## src/rtl/onehot_decoder_seq.sv

```systemverilog
// onehot_decoder_seq: registered binary-to-one-hot decoder with a valid/ready input and HOLD, PULSE and SCAN output modes
module onehot_decoder_seq #(
    parameter int SEL_W     = 3,
    parameter int PULSE_LEN = 4,
    parameter int SCAN_DIV  = 1
) (
    input  logic                  clk,
    input  logic                  rst_n,
    input  logic                  en,
    input  logic [1:0]            mode,
    input  logic                  in_valid,
    input  logic [SEL_W-1:0]      in_sel,
    output logic                  in_ready,
    output logic [2**SEL_W-1:0]   out,
    output logic                  out_valid,
    output logic                  busy,
    output logic                  scan_wrap
);
    localparam int OUT_W = 2 ** SEL_W;
    localparam int PW    = $clog2(PULSE_LEN + 1);
    localparam int SW    = $clog2(SCAN_DIV + 1);
    typedef enum logic [1:0] {IDLE, HOLD, PULSE, SCAN} state_t;
    state_t           state_q, state_d;
    logic [OUT_W-1:0] out_q, out_d;
    logic             out_valid_q, busy_q, busy_d, wrap_q, wrap_d;
    logic [PW-1:0]    pcnt_q, pcnt_d;
    logic [SW-1:0]    sdiv_q, sdiv_d;
    logic             accept;
    assign in_ready  = en && mode != 2'b11 && (state_q == IDLE || state_q == HOLD);
    assign accept    = in_valid && in_ready;
    assign busy_d    = state_d == PULSE || state_d == SCAN;
    assign out       = out_q;
    assign out_valid = out_valid_q;
    assign busy      = busy_q;
    assign scan_wrap = wrap_q;
    always_comb begin
        state_d = state_q;
        out_d   = out_q;
        pcnt_d  = pcnt_q;
        sdiv_d  = sdiv_q;
        wrap_d  = 1'b0;
        if (!en) begin
            state_d = IDLE;
            out_d   = '0;
            pcnt_d  = '0;
            sdiv_d  = '0;
        end else if (accept) begin
            if (mode == 2'b00) state_d = HOLD;
            else if (mode == 2'b01) state_d = PULSE;
            else state_d = SCAN;
            out_d  = OUT_W'(1) << in_sel;
            pcnt_d = PW'(PULSE_LEN - 1);
            sdiv_d = SW'(SCAN_DIV - 1);
        end else if (state_q == PULSE) begin
            if (pcnt_q == '0) begin
                state_d = IDLE;
                out_d   = '0;
            end else pcnt_d = pcnt_q - 1'b1;
        end else if (state_q == SCAN) begin
            // wrap flag marks only the step that rotates the top bit into bit 0
            if (sdiv_q == '0) begin
                out_d  = {out_q[OUT_W-2:0], out_q[OUT_W-1]};
                sdiv_d = SW'(SCAN_DIV - 1);
                wrap_d = out_q[OUT_W-1];
            end else sdiv_d = sdiv_q - 1'b1;
        end
    end
    always_ff @(posedge clk or negedge rst_n) begin
        if (!rst_n) begin
            state_q     <= IDLE;
            out_q       <= '0;
            out_valid_q <= 1'b0;
            busy_q      <= 1'b0;
            wrap_q      <= 1'b0;
            pcnt_q      <= '0;
            sdiv_q      <= '0;
        end else begin
            state_q     <= state_d;
            out_q       <= out_d;
            out_valid_q <= |out_d;
            busy_q      <= busy_d;
            wrap_q      <= wrap_d;
            pcnt_q      <= pcnt_d;
            sdiv_q      <= sdiv_d;
        end
    end
endmodule

```

## config.mk

```make
export PLATFORM = sky130hd
export DESIGN_NAME = onehot_decoder_seq
export DESIGN_NICKNAME = d
export VERILOG_FILES = /design/src/rtl/onehot_decoder_seq.sv
export SDC_FILE = /design/constraint.sdc
export NUM_CORES = 1
export LEC_CHECK = 0
export CORE_MARGIN = 3
export CORE_UTILIZATION = 40
export DETAILED_ROUTE_END_ITERATION = 10
export MAX_ROUTING_LAYER = met4
export PLACE_DENSITY = 0.65
export SYNTH_ARGS = -nofsm -noshare
export SYNTH_HDL_FRONTEND = slang
export SYNTH_SLANG_ARGS = --single-unit
```

## constraint.sdc

```tcl
create_clock -name clk -period 2.5 [get_ports clk]
set_input_delay 0.5 -clock clk [delete_from_list [all_inputs] [get_ports clk]]
set_output_delay 0.5 -clock clk [all_outputs]
set_load 0.005 [all_outputs]
```

==> metrics.md, run 1 <==
| Metric | Value |
|---|---|
| Outcome | `finished, final reports clean` |
| YS warnings | `0` |
| Synth-to-layout area growth | `27.35%` |
| Avg Cell Area, Syn | `9.765 um^2` |
| Seq/Total Area, Yosys | `0.4227` |
| I/O pin cnt | `21` |
| Post-synth top area share | `0.4227` |
| Final setup vio count | `0` |
| Lkg Pwr | `0.5084 nW` |
| Hold Path Class | `reg -> reg` |
| Top post-synthesis cells by area | `dfrtp_1 42%, nor2_1 4.4%, o21ai_0 3.7%` |
| Post_cts resized | `0` |
| DIE WIDTH | `54.66 um` |
| WL final | `2216 um` |
| Total Power | `0.0006283 W` |
| Peak supply drop | `0.0003285 V` |
| Tot GR Track Use | `0.1868` |
| Routability Congestion | `0.9017` |
| Layout cells sized above 1 | `0.1250` |
| CP arrival | `1860 ps` |
| Int Power | `0.0004474 W` |
| FF-to-FF Start | `pcnt_q[0]` |
| Worst Setup SP | `mode[1]` |
| Initial antenna violation count | `0` |
| Root Buffer | `clkbuf_4` |
| CTS Sinks | `16` |
| Initial core utilization | `0.4506` |
| WP data required | `2000 ps` |
| Fin area | `0.001206 mm^2` |
| Fmax | `0.4246 GHz` |
| Port Buffers | `20` |
| Post-CTS Hold Buffers | `0` |
| Fraction of registers with async set/reset | `1.000` |
| Residual DRC | `0` |
| Min-delay src | `pcnt_q[0]` |
| Final WS setup | `144.7 ps` |
| Final period utilization | `0.9421` |
| Setup crit end kind | `primary output` |
| Slew @ Worst Pin | `709.9 ps` |
| DIE AREA | `0.002988 mm^2` |
| Post-CTS Repair Setup Buffers | `0` |
| Max-slew headroom | `0.5253` |
| Synth Cell Area | `947.2 um^2` |
| Most common cell after layout, fill and taps aside | `clkdlybuf4s50_1` |
| Ant. Diodes | `0` |
| Detail Route Antenna Nets | `0` |
| EDFF count, synth | `0` |
| Placed inst area | `0.001170 mm^2` |
| Num CTS Buffers | `3` |
| Syn nets | `108` |
| Via count | `806` |
| Worst setup path category | `in -> out` |
| First-pass GRT wire length | `3843 um` |
| Via-per-instance ratio | `5.483` |
| Power density cells | `520.9 mW/mm^2` |
| Synth area leader | `dfrtp_1` |
| Period minus WS final | `2355 ps` |
| Most frequent cells in the layout | `20 x clkdlybuf4s50_1, 16 x dfrtp_1, 11 x nor2_1` |
| #FFs+latches synth | `16` |
| MaxCap Viol Count | `0` |
| Top_reg_cell synth | `dfrtp_1` |
| Sw Ratio | `0.2880` |
| CP Max Fanout | `5` |
| Core outline area | `0.002102 mm^2` |
| Clk buf depth | `2` |
| Sequential Power Share | `0.474` |
| Clk pwr share | `0.281` |
| Unrepaired setup endpoints after global routing | `false` |
| Clock slew at reported path FFs | `100 ps` |
| Fin nets | `132` |
| Setup tns final | `0 ps` |
| Vias in the first global route | `786` |
| Iteration-0 DRC Markers | `17` |
| 1st-pass router iterations | `4` |
| Final core utilization | `0.5738` |
| Core Rows | `16` |
| Largest net degree at the start of global routing | `17` |
| Pre-CTS setup slack | `83.05 ps` |
| Switching power | `0.0001809 W` |
| H-tree Lvls | `1` |
| DPL Wire Length | `1620 um` |
| Logic pwr share | `0.245` |
| Cells after Synth | `97` |
| Post-synth cell types | `40` |
| Wire per inst | `15.07 um` |
| Grt total ovfl | `0` |
| CTS tree | `built` |
| Final hold vios | `0` |
| Final Max Tran Viols | `0` |
| Die Span Y | `54.66 um` |
| Crit path launch type | `primary input` |
| Clock Latency Late Sink | `290 ps` |
| Clk_skew | `1.552 ps` |
==> metal layers <==
| layer | share of wire | wire length (um) | GRT usage | vias to the layer above |
|---|---|---|---|---|
| met3 | 0.043 | 96 | 0.05722 | 2 |
| met1 | 0.49 | 1085 | 0.2580 | 386 |
| met4 | 0.0036 | 8 | 0.03734 | 0 |
| met2 | 0.46 | 1026 | 0.2677 | 19 |
| met5 | 0 | 0 | - | - |
| li1 | - | - | - | 399 |
==> critical path, cell delays in order <==
cell and delay, ps:
clkdlybuf4s50_1 460, a21oi_2 240, and2_2 170, clkdlybuf4s50_1 490
==> final cells by class <==
class                           count  area [um^2]
Multi-Input combinational cell     74        505.5
Tap cell                           27        33.78
Clock buffer                        4        36.28
Timing Repair Buffer               22        215.2
Sequential cell                    16        400.4
Fill cell                         204        895.9
Inverter                            4        15.01
==> power groups by stage <==
stage	combinational (W)	clock, W	sequential, W
after floorplan	0.0000848	0	0.000299
after global placement	0.000153	0	0.000303
after detailed placement	0.000155	0	0.000303
after CTS	0.000155	0.000180	0.000298
after global routing	0.000173	0.000194	0.000302
final	0.000154	0.000177	0.000298
==> cell usage after synthesis, types with 2 or more instances <==
library cell  number
dfrtp_1           16
nor2_1            11
o21ai_0            7
nand2_1            5
a22oi_1            4
inv_1              4
o21a_1             4
nand2b_1           3
o22ai_1            3
a21boi_0           2
a221oi_1           2
and3_2             2
buf_6              2
ha_1               2
nand3_1            2
nand3b_1           2
nor3b_1            2
xor2_1             2
==> cell families (layout without fill, tap and decap cells) <==
family                     count (synthesis)  count (layout)  synth area share
buffers and inverters                      7              30           0.04358
muxes                                      1               1           0.01189
xor gates and xnor gates                   3               3           0.02775
AOI/OAI and AO/OA                         30              30            0.2378
DFF                                       16              16            0.4227
and+or+nand+nor                           38              38            0.2299
adders and majority gates                  2               2           0.02642
==> sequential cells by signal, indices dropped and copies added, names as in the netlist <==
signal / flops
out_valid: 1
out: 8
busy: 1
pcnt_q: 3
scan_wrap: 1
state_q: 2
==> path summary, 6_finish.rpt <==
path	endpoint	slack (ps)	cells after the start
setup reg to reg	out_valid	260	7
min in group asynchronous	pcnt_q[1]	620	1
setup / recovery	in_ready	140	4
hold reg to reg	pcnt_q[0]	590	2
hold / removal	pcnt_q[0]	590	2
max in group asynchronous	state_q[1]	1430	1
==> metrics by stage <==
step	std cells	hold WS (ps)
after floorplan	97	204.4
after global placement	143	552.4
after detailed placement	143	575.1
after CTS	147	592.6
after global routing	147	640.3
final	147	590.4
(Power assumes the default switching activity.)
==> inputs of run 2 (changes only) <==
--- a/config.mk
+++ b/config.mk
@@ -7,6 +7,7 @@
 export LEC_CHECK = 0
 export CORE_MARGIN = 3
 export CORE_UTILIZATION = 40
+export CTS_CLUSTER_DIAMETER = 60
 export DETAILED_ROUTE_END_ITERATION = 10
 export MAX_ROUTING_LAYER = met4
 export PLACE_DENSITY = 0.65
==> results of run 2 <==
No change in the layout: final DEF, timing and power equal those of run 1.
